--- src/rtl/seg_scan_pkg.sv ---
// seg_scan_pkg: shared constants, FSM states and hex glyph decode for seg_scan_capture.
package seg_scan_pkg;
  localparam int NUM_DIGITS = 8;
  localparam int SEG_W = 8;
  typedef enum logic {WAIT, HELD} state_t;
  // Active-high {g,f,e,d,c,b,a} glyphs; entry n is the pattern for hex digit n.
  localparam logic [15:0][6:0] GLYPHS = {
    7'h71, 7'h79, 7'h5E, 7'h39, 7'h7C, 7'h77, 7'h6F, 7'h7F,
    7'h07, 7'h7D, 7'h6D, 7'h66, 7'h4F, 7'h5B, 7'h06, 7'h3F
  };
  function automatic logic [4:0] hex_decode(input logic [6:0] pat);
    hex_decode = '0;
    for (int i = 0; i < 16; i++)
      if (pat == GLYPHS[i]) hex_decode = {1'b1, 4'(i)};
  endfunction
endpackage

--- src/rtl/seg_scan_capture_an_dec.sv ---
// an_onehot_dec: classifies an active-low anode word as single digit, blank or multi-select.
module an_onehot_dec
  import seg_scan_pkg::*;
(
  input  logic [NUM_DIGITS-1:0] i_an,
  output logic [2:0]            o_idx,
  output logic                  o_one_hot,
  output logic                  o_blank,
  output logic                  o_multi
);
  logic [NUM_DIGITS-1:0] w_low;
  assign w_low     = ~i_an;
  assign o_blank   = w_low == '0;
  assign o_one_hot = !o_blank && (w_low & (w_low - NUM_DIGITS'(1))) == '0;
  assign o_multi   = !o_blank && !o_one_hot;
  always_comb begin
    o_idx = '0;
    for (int i = 0; i < NUM_DIGITS; i++)
      if (w_low[i]) o_idx = 3'(i);
  end
endmodule

--- src/rtl/seg_scan_capture.sv ---
// seg_scan_capture: samples a multiplexed 7-seg scan and rebuilds the eight digit patterns.
// Define SEG_SCAN_CAPTURE_HEXDEC_EN to add per-digit hex decode outputs.
module seg_scan_capture
  import seg_scan_pkg::*;
#(
  parameter int STABLE_CYCLES = 16,
  parameter int CNT_W         = 5
) (
  input  logic                        clk,
  input  logic                        rst,
  input  logic [NUM_DIGITS-1:0]       an_i,
  input  logic [SEG_W-1:0]            seg_i,
  output logic [NUM_DIGITS*SEG_W-1:0] digits_o,
  output logic [NUM_DIGITS-1:0]       seen_o,
  output logic                        frame_o,
  output logic                        err_o
`ifdef SEG_SCAN_CAPTURE_HEXDEC_EN
  ,
  output logic [NUM_DIGITS*4-1:0]     hex_o,
  output logic [NUM_DIGITS-1:0]       hex_valid_o
`endif
);
  logic [NUM_DIGITS-1:0] r_an_s1, r_an_s2;
  logic [SEG_W-1:0]      r_seg_s1, r_seg_s2;
  logic [CNT_W-1:0]      r_cnt;
  state_t                r_state;
  logic [2:0]            w_idx;
  logic                  w_one_hot, w_blank, w_multi, w_chg, w_fire, w_wr;
  an_onehot_dec u_dec (
    .i_an      (r_an_s2),
    .o_idx     (w_idx),
    .o_one_hot (w_one_hot),
    .o_blank   (w_blank),
    .o_multi   (w_multi)
  );
  // The second sync stage about to change is the same as it differing from last cycle.
  assign w_chg  = {r_an_s1, r_seg_s1} != {r_an_s2, r_seg_s2};
  assign w_fire = r_state == WAIT && r_cnt == CNT_W'(STABLE_CYCLES);
  assign w_wr   = w_fire && w_one_hot;
  always_ff @(posedge clk or posedge rst) begin
    if (rst) begin
      r_an_s1  <= '1;
      r_an_s2  <= '1;
      r_seg_s1 <= '1;
      r_seg_s2 <= '1;
    end else begin
      r_an_s1  <= an_i;
      r_an_s2  <= r_an_s1;
      r_seg_s1 <= seg_i;
      r_seg_s2 <= r_seg_s1;
    end
  end
  always_ff @(posedge clk or posedge rst) begin
    if (rst) r_cnt <= '0;
    else if (w_chg) r_cnt <= '0;
    else if (r_cnt != CNT_W'(STABLE_CYCLES)) r_cnt <= r_cnt + CNT_W'(1);
  end
  always_ff @(posedge clk or posedge rst) begin
    if (rst) begin
      r_state  <= WAIT;
      digits_o <= '0;
      seen_o   <= '0;
      frame_o  <= 1'b0;
      err_o    <= 1'b0;
    end else begin
      r_state <= w_chg ? WAIT : w_fire ? HELD : r_state;
      frame_o <= seen_o == '1;
      err_o   <= w_fire && w_multi;
      seen_o  <= (seen_o == '1 ? '0 : seen_o) | (w_wr ? NUM_DIGITS'(1) << w_idx : '0);
      if (w_wr) digits_o[{w_idx, 3'b000} +: SEG_W] <= ~r_seg_s2;
    end
  end
`ifdef SEG_SCAN_CAPTURE_HEXDEC_EN
  always_ff @(posedge clk or posedge rst) begin
    if (rst) begin
      hex_o       <= '0;
      hex_valid_o <= '0;
    end else if (w_wr) begin
      {hex_valid_o[w_idx], hex_o[{w_idx, 2'b00} +: 4]} <= hex_decode(~r_seg_s2[6:0]);
    end
  end
`endif
endmodule

--- config.mk ---
export PLATFORM = sky130hd
export DESIGN_NAME = seg_scan_capture
export DESIGN_NICKNAME = d
export VERILOG_FILES = /design/src/rtl/seg_scan_pkg.sv /design/src/rtl/seg_scan_capture_an_dec.sv /design/src/rtl/seg_scan_capture.sv
export SDC_FILE = /design/constraint.sdc
export NUM_CORES = 1
export LEC_CHECK = 0
export ABC_AREA = 1
export CAP_MARGIN = 20
export CELL_PAD_IN_SITES_DETAIL_PLACEMENT = 1
export CELL_PAD_IN_SITES_GLOBAL_PLACEMENT = 1
export CORE_ASPECT_RATIO = 2
export CORE_UTILIZATION = 39
export CTS_CLUSTER_DIAMETER = 40
export DETAILED_ROUTE_END_ITERATION = 10
export PLACE_DENSITY = 0.76
export SLEW_MARGIN = 20
export SYNTH_ARGS = -nofsm -noshare
export SYNTH_HDL_FRONTEND = slang
export SYNTH_SLANG_ARGS = --single-unit
--- constraint.sdc ---
create_clock -name clk -period 3.89 [get_ports clk]
set_clock_uncertainty 0.05 [all_clocks]
set_input_delay 0.389 -clock clk [delete_from_list [all_inputs] [get_ports clk]]
set_output_delay 0.389 -clock clk [all_outputs]
set_load 0.01 [all_outputs]
==> impl_metrics.toml <==
[status]
status = "finished, final reports clean"

[min_path]
hold_depth = 0
hold_path.class = "flip-flop to flip-flop"

[synthesis]
ys_seq_area_frac = 0.602
yosysUniqueCellTypes = 31
syn_avg_cell_area_sq_um = 9.90
synth_seq_cells = 112
yosysWarnings = 0
synthCells = 477
yosys.area.top_type = "dfrtp_1"
ys_top_cells_by_area = "dfrtp_1, dfstp_2, nand2_1"
yosysTopAreaCellShare = 0.424
syn-cell-area_sq_um = 4720
synth_ff_type = "dfrtp_1"
syn_nets = 504
synth_edf_count = 0
ys_top_cells_by_count = "nand2_1, dfrtp_1, inv_1"
async_flop_share = 1.00
synth_most_common_cell = "nand2_1"

[power]
p_per_area_nw_per_um2 = 367
max-vdd-ir-drop_v = 0.000256
switching_share = 0.244
p_clk_frac = 0.394
p_int_uw = 1680
power_uw = 2220
p_switching_uw = 541
power_leakage_uw = 0.00278
combPwrFrac = 0.059
power_frac_seq = 0.547

[sta]
slew_viol_final = 0
worstMarginPinSlew_ns = 0.817
max_freq_ghz = 0.312
setup_viol = 0
timing.final.hold_violations = 0
period_needed_ns = 3.21
rsz0062_at_grt = "no"
fin_setup_tns_ns = 0
max_slew_margin = 0.455
finalCritPeriodShare = 0.824
whs_ns = 0.323

[place]
portBuffers = 91
hpwlAfterDp_mm = 9.05
gp_congestion = 0.830
dp_cells = 707

[clock_network]
clk_latency_ns = 0.36
cts_resized = 0
clk_pin_slew_ns = 0.08
ctsLongestPathBuffers = 2
cts.sinks = 112
htreeDepth = 3
numCtsBuffers = 9
cts_tree = "yes"
post_cts_buffers = 0
hold_buffers = 0
cts_root_buf = "clkbuf_16"

[floorplanning]
die_y_um = 158
core_region_area_sq_um = 11800
io_pins = 92
rows = 56
fp.dieW_um = 79.8
die_area_sq_um = 12600
start_util = 0.401

[critical_path]
reg2regPathDepth = 14
cp.arrival_ns = 3.40
cp_slowest_cell = "dfstp_2"
critPathMaxFanout = 9
path_cells = "inv_1, nand2_1, nand2_1, nand2_1, nand2_1, a21oi_1, ha_1, ha_1, inv_1, nand4_1, nor2_2, inv_2, nand2_1, nand2_1"
critPathLaunchType = "flip-flop"
end_kind = "flip-flop"
path_common_cell = "nand2_1"
worstSetupPathType = "flip-flop to flip-flop"
crit_required_ns = 4.09
critPathMaxStageDelay_ns = 0.56

[layout]
fin_nets = 600
antenna_cells = 0
layout-drive-gt1-share = 0.152
stdcell_count = 723
multi_input_area_sq_um = 1670
final-seq-area_sq_um = 2840
n_fill_cell = 1368
syn_to_final_growth_pct = 28.1

[drt]
ant_nets = 0
drc = 0
post_drt_wl_per_cell_um = 16.5
wirelength_mm = 11.9
avgViaCountPerCell = 5.00
drt-initial-drc-count = 127
num_vias = 3612
dr.pass1.iters = 4

[global_route]
first_global_vias = 3899
grt_pass1_wl_mm = 19.3
overflow = 0
grt_max_degree = 70
track_usage = 0.205
antenna_found_initial = 0

[job]
drv_cap = 0
## power by group through the flow
stage               sequential (uW)  combinational [uW]  clock, uW
floorplan                      1230                82.8          0
global placement               1230                 128          0
detailed placement             1240                 133          0
CTS                            1210                 135        897
global route                   1220                 148        935
finish                         1210                 131        876
## area by class of cell
cell class	count	share of cell area
Inverter	39	0.0246
Sequential cell	112	0.470
Clock inverter	7	0.00911
Tap cell	145	0.0300
Timing Repair Buffer	93	0.153
Multi-Input combinational cell	318	0.276
Clock buffer	9	0.0373
## layout by cell type (no fill, tap or decap), types with 4 or more instances in the layout
cell,n
nor2_1,15
nand2_2,5
clkbuf_16,9
xnor2_1,14
dfstp_2,32
nand2_1,152
o21ai_0,30
dfrtp_1,80
inv_2,4
nand4_1,14
inv_1,34
nor2_4,5
ha_1,9
clkdlybuf4s50_1,91
or2_2,4
nand3_1,34
a21oi_1,5
o21ai_2,13
## path summary, 6_finish.rpt
check	start	to	slack, ns
worst max-delay path	r_an_s2[1]	digits_o[16]	0.68
worst min-delay path	r_seg_s1[1]	r_seg_s2[1]	0.32
worst max register to register	r_an_s2[1]	digits_o[16]	0.68
worst min register to register	r_seg_s1[1]	r_seg_s2[1]	0.32
max in group asynchronous	rst	r_an_s2[7]	2.43
min in group asynchronous	rst	digits_o[11]	0.51
## kinds of logic after synthesis
kind of cell,count (synthesis),synth area share
simple gates,238,0.228
flops,112,0.602
compound gates,55,0.0713
buf+inv,47,0.0448
xor+xnor,16,0.0297
fa+ha+maj,9,0.0239
## worst max-delay path, delay by kind of cell, from the launching register on
family | cells | cell delay [ns]
buffers and inverters | 3 | 0.49
DFF | 1 | 0.56
AOI/OAI and AO/OA | 1 | 0.34
and+or+nand+nor | 8 | 1.03
adders and majority gates | 2 | 0.63
## layer usage
layer / track usage / part of all wire
met1: 0.210 / 0.35
met4: 0.116 / 0.042
met3: 0.0375 / 0.028
met5: 0 / 0
met2: 0.380 / 0.58
## registers in the layout (all words and copies together), names as in the netlist
register and cells:
r_seg_s1 8, r_an_s1 8, frame_o 1, r_seg_s2 8, r_state 1, seen_o 8
r_an_s2 8, digits_o 64, err_o 1, r_cnt 5
## per-stage QoR
step | area [sq um] | utilization | worst slack [ns]
floorplan | 4720 | - | 0.545
global placement | 5770 | 0.490 | 0.989
detailed placement | 5770 | 0.490 | 0.758
CTS | 6050 | 0.514 | 0.699
global route | 6050 | 0.514 | 0.414
finish | 6050 | 0.514 | 0.685
Power figures use the tool's default switching activity.
